File: config.mk
export PLATFORM = sky130hd
export DESIGN_NAME = sdiv_ctrl
export DESIGN_NICKNAME = d
export VERILOG_FILES = /design/src/rtl/sdiv_ctrl.sv
export SDC_FILE = /design/constraint.sdc
export NUM_CORES = 1
export LEC_CHECK = 0
export BUFFER_PORTS_ARGS = -buffer_cell sky130_fd_sc_hd__buf_2
export CAP_MARGIN = 20
export CORE_MARGIN = 3
export CORE_UTILIZATION = 45
export CTS_CLUSTER_DIAMETER = 120
export DETAILED_ROUTE_END_ITERATION = 10
export PLACE_DENSITY = 0.76
export SLEW_MARGIN = 15
export SYNTH_ARGS = -nofsm -noshare
export SYNTH_HDL_FRONTEND = slang
export SYNTH_SLANG_ARGS = --single-unit
File: constraint.sdc
create_clock -name clk -period 1.7 [get_ports clk]
set_input_delay 0.17 -clock clk [delete_from_list [all_inputs] [get_ports clk]]
set_output_delay 0.17 -clock clk [all_outputs]
set_load 0.02 [all_outputs]
File: src/rtl/sdiv_ctrl.sv
// sdiv_ctrl: signed wrapper around an unsigned sequential divider (sign strip, launch, sign restore, overflow)
//
// Ports:
//   clk, rst          clock; asynchronous active-high reset
//   in_valid_i/in_ready_o, in_x_i/in_y_i          signed operand channel
//   out_valid_o/out_ready_i, out_q_o/out_r_o      signed result channel
//   out_dbz_o, out_ovf_o                          divide-by-zero / signed overflow flags
//   div_start_o, div_x_o, div_y_o                 launch pulse and magnitudes to the divider
//   div_busy_i, div_valid_i, div_dbz_i, div_ovf_i status from the divider
//   div_q_i, div_r_i                              unsigned quotient/remainder magnitudes
module sdiv_ctrl #(
    parameter int WIDTH = 8,
    parameter int FBITS = 0
) (
    input  logic             clk,
    input  logic             rst,
    input  logic             in_valid_i,
    output logic             in_ready_o,
    input  logic [WIDTH-1:0] in_x_i,
    input  logic [WIDTH-1:0] in_y_i,
    output logic             out_valid_o,
    input  logic             out_ready_i,
    output logic [WIDTH-1:0] out_q_o,
    output logic [WIDTH-1:0] out_r_o,
    output logic             out_dbz_o,
    output logic             out_ovf_o,
    output logic             div_start_o,
    output logic [WIDTH-1:0] div_x_o,
    output logic [WIDTH-1:0] div_y_o,
    input  logic             div_busy_i,
    input  logic             div_valid_i,
    input  logic             div_dbz_i,
    input  logic             div_ovf_i,
    input  logic [WIDTH-1:0] div_q_i,
    input  logic [WIDTH-1:0] div_r_i
);
    typedef enum logic [1:0] {IDLE, LAUNCH, WAIT, HOLD} state_t;
    localparam logic [WIDTH-1:0] MIN_MAG = {1'b1, {(WIDTH-1){1'b0}}};
    state_t           state_q;
    logic             sx_q, sy_q;
    logic             fire, done, neg, sgn_ovf, ovf_d, norm_d;
    logic [WIDTH-1:0] ax_d, ay_d, q_d, r_d;
    // The divider has no reset, so readiness also waits for it to go idle.
    assign in_ready_o = !rst && state_q == IDLE && !div_busy_i;
    assign fire       = in_valid_i && in_ready_o;
    assign done       = !div_busy_i && (div_valid_i || div_dbz_i || div_ovf_i);
    // Two's-complement negation also maps the most negative value onto 2^(WIDTH-1) unsigned.
    assign ax_d       = in_x_i[WIDTH-1] ? -in_x_i : in_x_i;
    assign ay_d       = in_y_i[WIDTH-1] ? -in_y_i : in_y_i;
    assign neg        = sx_q ^ sy_q;
    // A negative quotient may reach magnitude 2^(WIDTH-1); a positive one may not.
    assign sgn_ovf    = neg ? div_q_i > MIN_MAG : div_q_i >= MIN_MAG;
    assign ovf_d      = !div_dbz_i && (div_ovf_i || sgn_ovf);
    assign norm_d     = !div_dbz_i && !ovf_d;
    assign q_d        = neg ? -div_q_i : div_q_i;
    assign r_d        = sx_q ? -div_r_i : div_r_i;
    always_ff @(posedge clk or posedge rst) begin
        if (rst) begin
            state_q     <= IDLE;
            sx_q        <= 1'b0;
            sy_q        <= 1'b0;
            div_x_o     <= '0;
            div_y_o     <= '0;
            div_start_o <= 1'b0;
            out_valid_o <= 1'b0;
            out_q_o     <= '0;
            out_r_o     <= '0;
            out_dbz_o   <= 1'b0;
            out_ovf_o   <= 1'b0;
        end else begin
            case (state_q)
                IDLE: if (fire) begin
                    sx_q        <= in_x_i[WIDTH-1];
                    sy_q        <= in_y_i[WIDTH-1];
                    div_x_o     <= ax_d;
                    div_y_o     <= ay_d;
                    div_start_o <= 1'b1;
                    state_q     <= LAUNCH;
                end
                LAUNCH: begin
                    div_start_o <= 1'b0;
                    state_q     <= WAIT;
                end
                WAIT: if (done) begin
                    out_dbz_o   <= div_dbz_i;
                    out_ovf_o   <= ovf_d;
                    out_q_o     <= norm_d ? q_d : '0;
                    out_r_o     <= norm_d ? r_d : '0;
                    out_valid_o <= 1'b1;
                    state_q     <= HOLD;
                end
                HOLD: if (out_ready_i) begin
                    out_valid_o <= 1'b0;
                    state_q     <= IDLE;
                end
                default: state_q <= IDLE;
            endcase
        end
    end
endmodule

==> results of run 1 <==
-- synthesized netlist by cell type --
master,count
or3_1,2
clkbuf_1,8
and2_1,1
nor2b_1,4
a31oi_1,2
inv_1,14
o21ai_2,9
nand2b_1,3
nor3b_1,1
or3b_2,1
o21ai_0,25
nand2_1,44
nor3_1,5
o31a_1,2
nand4bb_1,1
or2b_2,1
xnor2_1,11
nand4b_4,1
xor2_1,12
o21ai_1,1
a21oi_1,2
o21bai_1,1
nand3_1,3
mux2_2,2
o21a_1,1
ha_1,9
o31ai_1,5
o2bb2ai_1,1
buf_6,1
nor2_1,9
buf_2,1
or4_1,3
dfrtp_1,40
o41ai_1,2
mux2i_1,5
and2b_1,1
-- registers in the layout (all words and copies together), names as in the netlist --
name         flops
div_x_o          8
div_y_o          8
out_q_o          8
out_r_o          8
state_q          2
div_start_o      1
out_dbz_o        1
out_ovf_o        1
out_valid_o      1
sx_q             1
sy_q             1
-- layout make-up --
cell class / instances / share of cell area
timing repair buffer: 90 / 0.176
inverter: 14 / 0.0185
clock buffer: 6 / 0.0290
sequential: 40 / 0.352
tap: 65 / 0.0286
multi-input combinational: 170 / 0.393
clock inverter: 2 / 0.00352
-- cell families (layout without fill, tap and decap cells) --
| group | Yosys count | count (layout) | synth area share |
|---|---|---|---|
| muxes | 7 | 7 | 0.0329 |
| buffers and inverters | 24 | 112 | 0.0448 |
| DFF | 40 | 40 | 0.454 |
| AOI/OAI and AO/OA | 51 | 51 | 0.149 |
| xor gates and xnor gates | 23 | 23 | 0.0913 |
| and+or+nand+nor | 80 | 80 | 0.178 |
| adders and majority gates | 9 | 9 | 0.0511 |
-- timing repair --
action	CTS	global route
hold buffers	1	0
resized for setup	0	1
hold endpoints to repair	40	0
endpoints found under the setup margin	0	1
-- worst max path at each step --
stage                        endpoint  slack [ns]  depth (start not counted)
3_3_place_gp   out_r_o[7]$_DFFE_PP0P_       -0.03                          6
6_report                   in_ready_o        0.12                          4
5_1_grt                    in_ready_o        0.01                          4
3_5_place_dp   out_r_o[7]$_DFFE_PP0P_       -0.05                          6
4_1_cts                    in_ready_o         0.1                          4
2_1_floorplan   out_dbz_o$_DFFE_PP0P_        0.04                          6
-- cell usage in the layout, fill, tap and decap left out, drive strengths merged, types with 2 or more instances in the layout --
cell type | netlist | final
o21ai | 35 | 35
xnor2 | 11 | 11
nand2 | 44 | 44
mux2i | 5 | 5
mux2 | 2 | 2
a31oi | 2 | 2
inv | 14 | 14
ha | 9 | 9
o31ai | 5 | 5
nor2 | 9 | 9
or3 | 2 | 2
clkbuf | 8 | 6
nand3 | 3 | 3
or4 | 3 | 3
nand2b | 3 | 3
o31a | 2 | 2
nor2b | 4 | 4
nor3 | 5 | 5
xor2 | 12 | 12
o41ai | 2 | 2
a21oi | 2 | 2
buf | 2 | 89
clkinv | 0 | 2
dfrtp | 40 | 40
-- worst register-to-register path: cells and delay by family, from the launching register on --
kind / cells / cell delay [ns]
adders and majority gates: 1 / 0.19
and+or+nand+nor: 3 / 0.45
AOI/OAI and AO/OA: 1 / 0.13
buffers and inverters: 2 / 0.28
DFF: 1 / 0.41
-- power by group through the flow --
stage / sequential (W) / clock (W) / combinational (W)
after CTS: 0.00144 / 0.000675 / 0.00182
after detailed placement: 0.00145 / 0 / 0.00182
after global routing: 0.00148 / 0.000709 / 0.00200
after global placement: 0.00144 / 0 / 0.00179
final: 0.00144 / 0.000651 / 0.00180
after floorplan: 0.00175 / 0 / 0.000905
-- through the flow --
stage | setup TNS, ns | cell area [um^2] | instances | utilization
6_report | 0 | 2850 | 387 | 0.628
5_1_grt | 0 | 2850 | 387 | 0.628
4_1_cts | 0 | 2840 | 387 | 0.626
3_5_place_dp | -0.384 | 2740 | 378 | 0.603
3_3_place_gp | -0.175 | 2740 | 378 | 0.603
2_1_floorplan | 0 | 2210 | 234 | -
-- per-layer routing --
metal / wire (um) / vias to the layer above / share of wire
met5: 0 / - / 0
met4: 58 / 0 / 0.012
met3: 387 / 6 / 0.081
met2: 2050 / 68 / 0.43
met1: 2260 / 862 / 0.48
li1: - / 959 / -
==> summary.md, run 1 <==
| Metric | Value |
|---|---|
| Hpwl dp | `3.78 mm` |
| Gr usage total | `0.170` |
| Initial DRC count | `63` |
| Status | `finished, final reports clean` |
| Worst r2r src | `state_q[0]$_DFFE_PP0P_` |
| Min-delay src | `div_dbz_i` |
| Initial cell density of the core | `0.486` |
| Synth warn | `0` |
| CTS tree | `built` |
| Share of the synthesized area in the top cell type | `0.454` |
| Synth unique cells | `36` |
| Met1 usage | `0.216` |
| Register clock-pin slew on the reported worst setup and hold paths | `~0.080 ns` |
| Hold Slack | `about 0.12 ns` |
| Crit path buffers/inverters | `2` |
| Reg2reg path depth | `7` |
| Vias in the first global route | `1863` |
| R2r setup slk | `roughly 0.15 ns` |
| Critical path endpoint category | `output pin` |
| Final setup vio count | `0` |
| Setup repair bufs after CTS | `0` |
| Number of synthesized register bits | `40` |
| Crit path from | `state_q[0]$_DFFE_PP0P_` |
| Wirelength, routed | `4.76 mm` |
| Critical-path cell list | `inv_1, ha_1, nor3b_2, buf_2` |
| Most used routing layer in global routing | `met2` |
| Max Freq | `~0.63 GHz` |
| Clock Tree Root | `clkbuf_8` |
| Worst Clk Skew | `just under 0.004 ns` |
| Syn Area/Cell | `about 9.4 um^2` |
| CTS buffer count | `5` |
| Sequential Area | `roughly 1000 um^2` |
| Critical Path AT | `between 1 and 1.5 ns` |
| Port buffer count | `76` |
| DR pass1 iterations | `4` |
| Switching pwr | `0.00157 W` |
| Core Region | `roughly 4500 um^2` |
| CTS Sinks | `40` |
| Number of max-cap violations | `0` |
| Antenna diodes | `0` |
| Slew headroom | `0.732` |
| Die width | `between 70 and 80 um` |
| Leakage | `1.50 nW` |
| Worst hold stages | `2` |
| GR Util met3 | `0.0579` |
| RR Endpoint | `out_valid_o$_DFFE_PP0P_` |
| Dpl ws | `-0.0511 ns` |
| P_int | `0.00233 W` |
| Antenna-violating nets left | `0` |
| Vias/cell | `roughly 4.9` |
| Largest net degree at the start of global routing | `35` |
| Layout filler cell count | `approximately 400` |
| Final slew viol count | `0` |
| IO Pins | `77` |
| Clk_lat worst skew | `around 0.29 ns` |
| Initial antenna violation count | `0` |
| Switch share | `0.402` |
| Worst Tran Pin Value | `approximately 0.40 ns` |
| Power Density | `approximately 1400 nW/um^2` |
| P&R area growth vs syn | `29.0%` |
| RD Place Congestion | `~0.85` |
| CTS max path bufs | `2` |
| Gate power share | `0.464` |
| Largest area contributor in the netlist | `dfrtp_1` |
| Synth area leaders | `dfrtp_1 (45%), nand2_1 (7.5%), o21ai_0 (5.7%)` |
| Die height | `around 76 um` |
| Routing usage on met2 | `0.277` |
| CP delay by family, top | `flip-flops` |
| Site Rows | `24` |
| Clock power share | `0.167` |
| Unrepaired setup endpoints after global routing | `no` |
| Overall Power | `0.00389 W` |
| H-tree levels | `2` |
| DRC Markers | `0` |
| Sequential Power Share | `0.369` |
| Critical Path Fanout Max | `4` |
| Tcrit/Tclk final | `0.927` |
| Min cycle time layout | `about 1.6 ns` |
| CP max stage delay | `around 0.4 ns` |
| Register area share after synthesis | `0.454` |
| Smallest setup slack after layout | `approximately 0.12 ns` |
| Worst vdd ir | `between 0.0007 and 0.0008 V` |
| Die ar. | `roughly 5800 um^2` |
| Multi-input logic area | `about 1100 um^2` |
| Layout cells sized above 1 | `0.351` |
| Hold Fails Final Rpt | `0` |
| Nets@finish | `between 300 and 400` |
| Global-route wire length before repair | `slightly above 8 mm` |
| Total grt overflow | `0` |
| Synthesized area | `around 2200 um^2` |
| Post-DR wirelength/cell | `roughly 12 um` |
| Via count | `roughly 1900` |
| Crit start category | `flop` |
| Cells after synthesis | `between 200 and 250` |
| Mapped Nets | `between 200 and 300` |
| HP Class | `in2reg` |
| Slowest CP cell | `dfrtp_1` |
| Critical path class | `reg2out` |
| Hold endpoint | `out_ovf_o$_DFFE_PP0P_` |
| CP Data Required Time | `around 1.5 ns` |
Power figures use the tool's default switching activity.
==> run 2, diff against run 1 <==
==> constraint.sdc (replaced) <==
create_clock -name clk -period 1.7 [get_ports clk]
set_input_delay 0.255 -clock clk [delete_from_list [all_inputs] [get_ports clk]]
set_output_delay 0.255 -clock clk [all_outputs]
set_load 0.02 [all_outputs]
==> run 2 against run 1 <==
Routed wire length grew 1.9%. Final area shrank 0.18%. Flip-flop and latch count is the same. Final cell count is the same. Clock skew grew 0.0052 ns. Register-to-register slack gained 0.02 ns. Largest cell class unchanged.
==> summary.md, run 2 (synthesis gave the netlist of run 1 again) <==
| Metric | Value |
|---|---|
| Dpl cell area | `2750 um^2 (+0.55%)` |
| IO Pins | `77 (unchanged)` |
| Final slew viol count | `0 (unchanged)` |
| Most frequent cells in the layout | `buf_2 (75), nand2_1 (44), dfrtp_1 (40), o21ai_0 (25), buf_4 (15)` |
| R2r setup slk | `0.17 ns (+0.02 ns)` |
| Worst vdd ir | `0.000881 V (+17%)` |
| Antenna-violating nets left | `0 (unchanged)` |
| CTS max path bufs | `2 (unchanged)` |
| Most common cell after layout, fill and taps aside | `buf_2` |
| Die width | `76.0 um (unchanged)` |
| Via count | `1909 (+0.74%)` |
| Worst Tran Pin Value | `0.465 ns (+0.0690 ns)` |
| Layout filler cell count | `405 (+4.1%)` |
| Routing usage on met2 | `0.281 (+0.00443)` |
| Vias/cell | `4.93 (+0.74%)` |
| Site Rows | `24 (unchanged)` |
| Met1 usage | `0.224 (+0.00807)` |
| Leakage | `1.49 nW (-0.54%)` |
| Reg2reg path depth | `6 (-1)` |
| Status | `finished, final reports clean` |
| Global-route wire length before repair | `8.31 mm (+1.6%)` |
| Hold Slack | `0.0343 ns (-0.0872 ns)` |
| HP Class | `in2async` |
| Die ar. | `5780 um^2 (unchanged)` |
| Critical path endpoint category | `output pin` |
| Initial DRC count | `77 (+22%)` |
| Die height | `76.0 um (unchanged)` |
| CTS tree | `built` |
| Critical path class | `reg2out` |
| Max Freq | `0.619 GHz (-2.4%)` |
| Port buffer count | `76 (unchanged)` |
| Critical Path Fanout Max | `4 (unchanged)` |
| Total grt overflow | `0 (unchanged)` |
| Unrepaired setup endpoints after global routing | `no` |
| RR Endpoint | `out_r_o[6]$_DFFE_PP0P_` |
| CP Data Required Time | `1.44 ns (-0.09 ns)` |
| Crit start category | `flop` |
| DRC Markers | `0 (unchanged)` |
| CTS buffer count | `5 (unchanged)` |
| Gr usage total | `0.173 (+0.00342)` |
| Initial cell density of the core | `0.486 (unchanged)` |
| Hold Fails Final Rpt | `0 (unchanged)` |
| GR Util met3 | `0.0650 (+0.00709)` |
| Final setup vio count | `0 (unchanged)` |
| Multi-input logic area | `1120 um^2 (+0.22%)` |
| Hpwl dp | `3.82 mm (+0.98%)` |
| Min cycle time layout | `1.61 ns (+0.0383 ns)` |
| CTS Sinks | `40 (unchanged)` |
| Dpl cells | `380 (+0.53%)` |
| Worst Clk Skew | `0.00904 ns (+0.00519 ns)` |
| Hold-fix buffers at CTS | `0 (-1)` |
| H-tree levels | `2 (unchanged)` |
| Layout cells sized above 1 | `0.360 (+0.00932)` |
| Slew headroom | `0.686 (-0.0466)` |
| Fin cells | `387 (unchanged)` |
| Clock Tree Root | `clkbuf_8` |
| Core Region | `4530 um^2 (unchanged)` |
| Sequential Area | `1000 um^2 (unchanged)` |
| Overall Power | `0.00385 W (-1.0%)` |
| DR pass1 iterations | `4 (unchanged)` |
| Critical Path AT | `1.36 ns (-0.05 ns)` |
| Setup repair bufs after CTS | `0 (unchanged)` |
| Antenna diodes | `0 (unchanged)` |
| Most used routing layer in global routing | `met2` |
| RD Place Congestion | `0.850 (+0.41%)` |
| Vias in the first global route | `1829 (-1.8%)` |
| Design area | `2840 um^2 (-0.18%)` |
| Largest net degree at the start of global routing | `35 (unchanged)` |
| Tcrit/Tclk final | `0.950 (+0.0225)` |
| Number of max-cap violations | `0 (unchanged)` |
| Power Density | `1360 nW/um^2 (-0.87%)` |
| Nets@finish | `371 (+0.27%)` |
| Clk_lat worst skew | `0.28 ns (about the same)` |
| Post-DR wirelength/cell | `12.5 um (+1.9%)` |
| P&R area growth vs syn | `28.8%` |
| Initial antenna violation count | `0 (unchanged)` |
| Worst r2r src | `state_q[0]$_DFFE_PP0P_` |
| Register clock-pin slew on the reported worst setup and hold paths | `0.08 ns (about the same)` |
| Wirelength, routed | `4.85 mm (+1.9%)` |
==> run 2: changes by cell type in the layout (fill, tap and decap cells not counted), sizes merged <==
| cell | delta |
|---|---|
| buf | +2 |
| clkinv | -1 |
| dlygate4sd3 | -1 |
==> run 2: per-stage QoR <==
step	setup TNS [ns]	utilization	setup slack (ns)
3_3_place_gp	-1.02	0.607	-0.110
3_5_place_dp	-1.31	0.607	-0.133
5_1_grt	0	0.627	0.0170
2_1_floorplan	0	-	0.0442
4_1_cts	0	0.624	0.0168
6_report	0	0.627	0.0852
==> run 2: critical path: stages, from the launching register on <==
cell     delay, ns
dfrtp_1       0.43
inv_2         0.11
ha_2          0.19
nor3b_2       0.18
buf_4         0.17
==> run 2: area by class of cell <==
cell class,instances,area share
clock buffers,6,0.0255
clock inverters,1,0.00176
inverters,14,0.0185
flip-flops and latches,40,0.352
multi-input cells,170,0.395
repair buffers,91,0.179
well taps,65,0.0286
==> run 2: how the worst max path moves through the flow <==
stage | start | end
final | state_q[0]$_DFFE_PP0P_ | in_ready_o
after CTS | state_q[0]$_DFFE_PP0P_ | in_ready_o
after detailed placement | div_q_i[3] | out_r_o[6]$_DFFE_PP0P_
after global routing | state_q[0]$_DFFE_PP0P_ | in_ready_o
after floorplan | state_q[0]$_DFFE_PP0P_ | out_dbz_o$_DFFE_PP0P_
after global placement | div_q_i[3] | out_r_o[7]$_DFFE_PP0P_
==> run 2: where the power goes <==
group          switching [W]  internal (W)  total, W  leakage [nW]
Clock               0.000299      0.000279  0.000578        0.0410
Combinational        0.00107      0.000757   0.00183         0.926
Sequential          0.000189       0.00126   0.00145         0.523
Total                0.00156       0.00229   0.00385          1.49
==> run 2: repair_timing <==
action	in CTS	in global routing
endpoints found under the setup margin	1	7
gates cloned	0	0
hold endpoints to repair	0	0
gates resized for setup	1	4
==> run 2: layer usage <==
layer,part of all wire,up-vias
met5,0,-
li1,-,964
met4,0.0023,0
met3,0.084,2
met1,0.47,871
met2,0.45,72
==> run 3, diff against run 2 <==
Settings changed: CORE_UTILIZATION 45 to 40, PLACE_DENSITY 0.76 to 0.69, SETUP_SLACK_MARGIN from default to 0.3.
==> run 3 against run 2 <==
Routed wire length grew 0.95%. Critical path type unchanged. Largest power group unchanged. Via count is 2.0% higher. Total power increased by 8.8%. Critical path depth stayed put. Fmax grew 5.8%. Highest routed layer unchanged. Register-to-register slack improved by 0.04 ns. Largest cell class unchanged. Sequential power about the same. Final area up 7.7%. Clock-buffer cell count did not move.
==> summary.md, run 3 (synthesis gave the netlist of run 1 again) <==
| Metric | Value |
|---|---|
| Status | `finished, final reports clean` |
| Via count | `1948 (+2.0%)` |
| Most frequent cells in the layout | `buf_2 (75), nand2_1 (43), dfrtp_1 (40), buf_4 (20), o21ai_0 (15)` |
| Total grt overflow | `0 (unchanged)` |
| Unrepaired setup endpoints after global routing | `yes` |
| Critical path endpoint category | `output pin` |
| Die width | `80.3 um (+5.6%)` |
| Slowest CP cell | `dfrtp_1` |
| Initial DRC count | `21 (-73%)` |
| Clock Tree Root | `clkbuf_8` |
| Hold Slack | `0.0376 ns (+0.00331 ns)` |
| IO Pins | `77 (unchanged)` |
| Hold-fix buffers at CTS | `0 (unchanged)` |
| Vias/cell | `4.85 (-1.8%)` |
| RD Place Congestion | `0.794 (-6.6%)` |
| CP delay by family, top | `flip-flops` |
| Post-DR wirelength/cell | `12.2 um (-2.8%)` |
| Final slew viol count | `0 (unchanged)` |
| Worst r2r src | `state_q[0]$_DFFE_PP0P_` |
| DR pass1 iterations | `4 (unchanged)` |
| Slew headroom | `0.739 (+0.0533)` |
| HP Class | `in2async` |
| Hold Fails Final Rpt | `0 (unchanged)` |
| Critical Path AT | `1.27 ns (-0.09 ns)` |
| Core Region | `5200 um^2 (+15%)` |
| Nets@finish | `380 (+2.4%)` |
| Critical-path cell list | `inv_2, ha_4, nor3b_4, buf_6` |
| Antenna diodes | `0 (unchanged)` |
| Initial cell density of the core | `0.424 (-0.0627)` |
| Clk_lat worst skew | `0.29 ns (about the same)` |
| Gr usage total | `0.152 (-0.0213)` |
| Critical Path Fanout Max | `3 (-1)` |
| P&R area growth vs syn | `38.7%` |
| CTS max path bufs | `2 (unchanged)` |
| Number of max-cap violations | `0 (unchanged)` |
| CTS tree | `built` |
| Site Rows | `26 (+8.3%)` |
| Vias in the first global route | `1765 (-3.5%)` |
| Most common cell after layout, fill and taps aside | `buf_2` |
| Layout cells sized above 1 | `0.431 (+0.0705)` |
| DRC Markers | `0 (unchanged)` |
| Final setup vio count | `0 (unchanged)` |
| Power Density | `1370 nW/um^2 (+1.0%)` |
| Crit path from | `state_q[0]$_DFFE_PP0P_` |
| Hpwl dp | `3.76 mm (-1.5%)` |
| Antenna-violating nets left | `0 (unchanged)` |
| RR Endpoint | `out_dbz_o$_DFFE_PP0P_` |
| Largest net degree at the start of global routing | `35 (unchanged)` |
| Crit path buffers/inverters | `2 (unchanged)` |
| Wirelength, routed | `4.90 mm (+0.95%)` |
| Tcrit/Tclk final | `0.897 (-0.0525)` |
| CTS Sinks | `40 (unchanged)` |
| Dpl cells | `387 (+1.8%)` |
| Critical path class | `reg2out` |
| Leakage | `1.58 nW (+6.0%)` |
| Fin cells | `402 (+3.9%)` |
| CTS buffer count | `5 (unchanged)` |
| Die height | `80.3 um (+5.6%)` |
| CP max stage delay | `0.40 ns (-0.03 ns)` |
| Die ar. | `6440 um^2 (+11%)` |
| Reg2reg path depth | `6 (unchanged)` |
| Max Freq | `0.655 GHz (+5.8%)` |
| Global-route wire length before repair | `7.73 mm (-7.0%)` |
| Worst Clk Skew | `0.00479 ns (-0.00425 ns)` |
| Min cycle time layout | `1.53 ns (-0.0892 ns)` |
| Crit start category | `flop` |
| Port buffer count | `76 (unchanged)` |
| Worst Tran Pin Value | `0.388 ns (-0.0769 ns)` |
| Initial antenna violation count | `0 (unchanged)` |
| R2r setup slk | `0.21 ns (+0.04 ns)` |
| Worst vdd ir | `0.000718 V (-18%)` |
| Layout filler cell count | `475 (+17%)` |
| H-tree levels | `2 (unchanged)` |
| CP Data Required Time | `1.44 ns (about the same)` |
| Register clock-pin slew on the reported worst setup and hold paths | `0.08 ns (about the same)` |
run 3: cell count changes in the layout (fill, tap and decap cells not counted), sizes merged:
cell,change
buf,+9
clkinv,+1
run 3: layer usage:
metal / track usage / share of wire / up-vias
li1: - / - / 984
met1: 0.184 / 0.42 / 898
met2: 0.254 / 0.48 / 61
met3: 0.0538 / 0.086 / 5
met4: 0.0439 / 0.0098 / 0
met5: 0 / 0 / -
run 3: power by group:
part           switching (W)  internal, W
combinational        0.00117     0.000942
clock               0.000328     0.000324
sequential          0.000173      0.00126
run 3: worst max-delay path by stage:
| stage | endpoint | depth (start not counted) |
|---|---|---|
| finish | in_ready_o | 4 |
| global route | in_ready_o | 4 |
| CTS | in_ready_o | 4 |
| detailed placement | out_q_o[1]$_DFFE_PP0P_ | 6 |
| global placement | out_q_o[3]$_DFFE_PP0P_ | 6 |
| floorplan | out_r_o[7]$_DFFE_PP0P_ | 5 |
run 3: worst register-to-register path: stages (launching register included):
cell and delay (ns):
dfrtp_1 0.38, inv_2 0.07, buf_4 0.14, ha_4 0.16
and2b_2 0.23, nand2b_4 0.10, mux2_4 0.30
run 3: timing repair:
action | in CTS | in global routing
resized for setup | 15 | 9
setup buffers | 6 | 1
setup endpoints to repair | 36 | 40
endpoints found under the hold margin | 0 | 0
pin swaps | 3 | 2
run 3: cell type report:
| cell class | instances | area, um^2 | area share |
|---|---|---|---|
| well taps | 70 | 87.6 | 0.0286 |
| inverters | 14 | 52.6 | 0.0172 |
| clock inverters | 2 | 10.0 | 0.00327 |
| repair buffers | 100 | 603 | 0.197 |
| clock buffers | 6 | 82.6 | 0.0270 |
| flip-flops and latches | 40 | 1000 | 0.327 |
| multi-input cells | 170 | 1220 | 0.400 |
run 3: per-stage QoR:
stage	utilization	instance area (um^2)	setup TNS [ns]	total power, W	setup slack, ns
after floorplan	-	2300	0	0.00276	0.144
after global placement	0.546	2840	-0.280	0.00333	-0.0473
after detailed placement	0.546	2840	-0.415	0.00337	-0.0799
after CTS	0.580	3020	0	0.00419	0.182
after global routing	0.588	3060	0	0.00451	0.124
final	0.588	3060	0	0.00419	0.174
